File: src/rtl/mux8_sync.sv
// mux8_sync: 8-to-1 lane selector.
// Y is the combinational selected lane. y_q/out_valid form a registered copy
// with synchronous reset, hold and capture qualification.
// Optional macro MUX8_PARITY_EN adds y_par (parity of Y) and y_q_par
// (parity of the captured sample).
module mux8_sync #(
  parameter int WIDTH = 1
) (
  input  logic               clk,
  input  logic               rst,
  input  logic [8*WIDTH-1:0] D,
  input  logic [2:0]         sel,
  input  logic               in_valid,
  input  logic               hold,
  output logic [WIDTH-1:0]   Y,
  output logic [WIDTH-1:0]   y_q,
  output logic               out_valid
`ifdef MUX8_PARITY_EN
  ,
  output logic               y_par,
  output logic               y_q_par
`endif
);

  // Unpack the flat lane bus so the select is a plain array index.
  logic [WIDTH-1:0] lanes [8];

  generate
    for (genvar gi = 0; gi < 8; gi++) begin : g_lane
      assign lanes[gi] = D[gi*WIDTH +: WIDTH];
    end
  endgenerate

  // All eight codes map to a lane, so the selection is complete and latch-free.
  assign Y = lanes[sel];

  logic [WIDTH-1:0] y_q_reg;
  logic             out_valid_reg;

  // Registered path: reset beats hold, hold beats capture, idle drops valid.
  always_ff @(posedge clk) begin
    if (rst) begin
      y_q_reg       <= '0;
      out_valid_reg <= 1'b0;
    end else if (!hold) begin
      if (in_valid) begin
        y_q_reg       <= Y;
        out_valid_reg <= 1'b1;
      end else begin
        out_valid_reg <= 1'b0;
      end
    end
  end

  assign y_q       = y_q_reg;
  assign out_valid = out_valid_reg;

`ifdef MUX8_PARITY_EN
  logic y_q_par_reg;

  assign y_par = ^Y;

  // Parity of the captured sample follows the same reset/hold/capture rules.
  always_ff @(posedge clk) begin
    if (rst) begin
      y_q_par_reg <= 1'b0;
    end else if (!hold && in_valid) begin
      y_q_par_reg <= ^Y;
    end
  end

  assign y_q_par = y_q_par_reg;
`endif

endmodule

File: config.mk
export PLATFORM = sky130hd
export DESIGN_NAME = mux8_sync
export DESIGN_NICKNAME = d
export VERILOG_FILES = /design/src/rtl/mux8_sync.sv
export SDC_FILE = /design/constraint.sdc
export NUM_CORES = 1
export LEC_CHECK = 0
export ABC_AREA = 0
export CORE_AREA = 2 2 39 41
export DETAILED_ROUTE_END_ITERATION = 12
export DIE_AREA = 0 0 41 43
export PLACE_DENSITY = 0.51
export SLEW_MARGIN = 20
export SYNTH_ARGS = -nofsm -noshare
export SYNTH_HDL_FRONTEND = slang
export SYNTH_SLANG_ARGS = --single-unit
File: constraint.sdc
create_clock -name clk -period 1.75 [get_ports clk]
set_input_delay 0.2625 -clock clk [delete_from_list [all_inputs] [get_ports clk]]
set_output_delay 0.2625 -clock clk [all_outputs]
set_load 0.05 [all_outputs]
==> results of run 1 <==
-- per-stage QoR --
stage | hold WS [ns] | setup slack, ns | util (%) | area, sq um | total power (uW)
after CTS | 0.5162 | 0.002900 | 26.67 | 369.1 | 263.6
final | 0.5002 | 0.01549 | 27.22 | 376.6 | 250.5
after floorplan | 0.3271 | 0.1657 | - | 142.6 | 92.35
after global routing | 0.5264 | 0.0007104 | 27.22 | 376.6 | 265.8
after detailed placement | 0.5105 | -0.2069 | 24.95 | 345.3 | 150.2
after global placement | 0.4697 | -0.1846 | 24.95 | 345.3 | 147.8
-- power by group --
part | switching [uW] | internal (uW)
combinational | 41.3 | 56.9
sequential | 1.35 | 48.9
clock | 26.5 | 75.7
total | 69.1 | 181
-- layout by cell type, fill, tap and decap left out, drive strengths merged, types with 2 or more instances in the layout --
cell	n
dlygate4sd2	5
buf	3
clkbuf	3
dfxtp	2
nor2	2
clkdlybuf4s50	8
mux2i	4
dlymetal6s2s	3
-- kinds of logic after synthesis --
kind of cell	count (synthesis)	synth area share [%]
simple gates	3	9.654
buf+inv	2	6.134
mux	5	43.86
flops	2	28.07
compound gates	2	12.28
-- area by class of cell --
| cell class | instances | share of cell area (%) |
|---|---|---|
| timing repair buffer | 19 | 52.16 |
| sequential | 2 | 10.63 |
| multi-input combinational | 10 | 24.92 |
| tap | 16 | 5.316 |
| clock buffer | 3 | 5.980 |
| inverter | 1 | 0.9967 |
-- how the worst max path moves through the flow --
| stage | cells after the start | slack [ns] | start | to |
|---|---|---|---|---|
| global placement | 5 | -0.18 | sel[0] | Y |
| detailed placement | 5 | -0.21 | sel[0] | Y |
| CTS | 5 | 0.003 | D[0] | Y |
| global route | 4 | 0.0007 | sel[1] | Y |
| floorplan | 4 | 0.17 | sel[0] | Y |
| finish | 4 | 0.02 | sel[1] | Y |
-- timing repair --
item | in CTS | in global routing
setup endpoints to repair | 1 | 1
setup buffers | 1 | 0
hold buffers | 0 | 0
gates resized for setup | 6 | 3
-- metal layers --
metal / up-vias / track usage [%]
met4: 0 / 12.00
met2: 16 / 11.25
met1: 90 / 2.236
met5: - / 0
met3: 0 / 0
li1: 93 / -
-- worst max-delay path, cell delays in order --
cell	delay [ns]
clkdlybuf4s50_1	0.48
mux4_2	0.52
inv_2	0.08
buf_12	0.13
==> results.json, run 1 <==
{
  "post_synth_main_area_contributors": "dfxtp_1, mux2i_1, mux4_2",
  "fp.dieArea_sq_um": 1763,
  "drive_gt1_share_pct": 25.71,
  "placed_cells": 47,
  "critical_path.endpoint_type": "output pin",
  "clock_insertion_delay_worst_skew_ns": 0.22,
  "vias": 199,
  "syn-mean-instance-area_sq_um": 10.19,
  "startpoint_type": "input port",
  "chipWidth_microns": 41,
  "num-nets-final": 52,
  "post-synth-top-area-fraction_pct": 28.07,
  "run_status": "finished, final reports clean",
  "synthesis_warning_total": 0,
  "met2_routed_wl_microns": 319,
  "cts_tree": "done",
  "post-synth-top-count-cell": "mux2i_1",
  "wl_met1_microns": 121,
  "fmax_mhz": 576.5,
  "crit-reg2reg-capture": "y_q",
  "hold_path_depth": 2,
  "floorplan.initialDensity_pct": 10.31,
  "hpwlAfterDp_microns": 398.5,
  "design.portCount": 18,
  "rr_worst_depth": 2,
  "design.core.area_sq_um": 1384,
  "slew_headroom_pct": 67.42,
  "drt_drc_violations_left": 0,
  "grt_pass1_vias": 214,
  "timing.critical_path.arrival_ns": 1.47,
  "ant_nets": 0,
  "finalWorstPathRequiredPeriod_ns": 1.735,
  "cp.required_ns": 1.49,
  "drt_wl_total_microns": 508,
  "setup-tns-final_ns": 0,
  "die_h_microns": 43,
  "worst_r2r_startpoint": "y_q",
  "final-setup-viol-count": 0,
  "hold_class": "register to register",
  "postSynth.asyncResetShare_pct": 0,
  "wire_length_of_the_first_global_routing_pass_microns": 621,
  "worst_slew_pin_slew_ns": 0.4872,
  "power.leakage_uw": 0.0001883,
  "cell_row_count": 14,
  "seq_area_frac_synth_pct": 28.07,
  "skew_ns": 0,
  "worst_setup_hold_path_clk_slew_ns": 0.03,
  "synth_ff_type": "dfxtp_1",
  "grt_antenna_before_repair": 0,
  "postSynthRegisterBits": 2,
  "clock-root-buffer": "clkbuf_4",
  "min_to": "out_valid",
  "final.period_utilization_pct": 99.11,
  "rsz0062_at_grt": "no",
  "synth_enable_flop_cells": 0,
  "critical_path_class": "input port to output pin",
  "layout.area.seq_sq_um": 40.04,
  "dr_wl_met3_microns": 68,
  "grt.total_usage_pct": 6.112,
  "finalWeightedCongestion": 0.6203,
  "cts_buffer_depth": 2,
  "grt_max_degree": 5,
  "detailedRoute.firstPassIterationCount": 1,
  "multi_input_area_sq_um": 93.84,
  "detail_route.vias_per_cell": 3.902,
  "place.port_buffers": 17,
  "synth_cells": 14,
  "critPathMaxFanout": 2,
  "count_of_unique_library_cells_instantiated_by_yosys": 9,
  "fin_cells": 51,
  "syn2layout_area_growth_pct": 164.0,
  "highest_layer": "met3",
  "timing.max_cap.violations": 0,
  "cts_buffers": 3,
  "routed_wire_length_per_instance_microns": 9.961,
  "yosysTopAreaCell": "dfxtp_1",
  "r2r_slack_ns": 1.12,
  "clock_sink_count": 2,
  "num-fill-cells": 150,
  "postSynthNetCount": 29,
  "vdd.ir_drop.worst_mv": 0.1672,
  "timing.final.hold_violations": 0,
  "synthTopCellsByCount": "mux2i_1, dfxtp_1, nor2_1",
  "htreeDepth": 1,
  "power.density_cell_area_nw_per_um2": 665.2,
  "slew_violations": 0,
  "sum_of_overflow_across_all_layers_after_global_routing": 0,
  "detailedRoute.firstIterationViolations": 0,
  "antennaDiodeCount": 0,
  "hold_path.startpoint": "out_valid",
  "post_synthesis_cell_area_sq_um": 142.6
}
Note: power is estimated with default switching activity, not from simulation.
==> run 2: changes to the inputs <==
--- a/config.mk
+++ b/config.mk
@@ -7,6 +7,7 @@
 export LEC_CHECK = 0
 export ABC_AREA = 0
 export CORE_AREA = 2 2 39 41
+export CTS_CLUSTER_DIAMETER = 30
 export DETAILED_ROUTE_END_ITERATION = 12
 export DIE_AREA = 0 0 41 43
 export PLACE_DENSITY = 0.51
==> results of run 2 <==
Same layout as run 1: the final DEF is identical, and so are final timing and power.
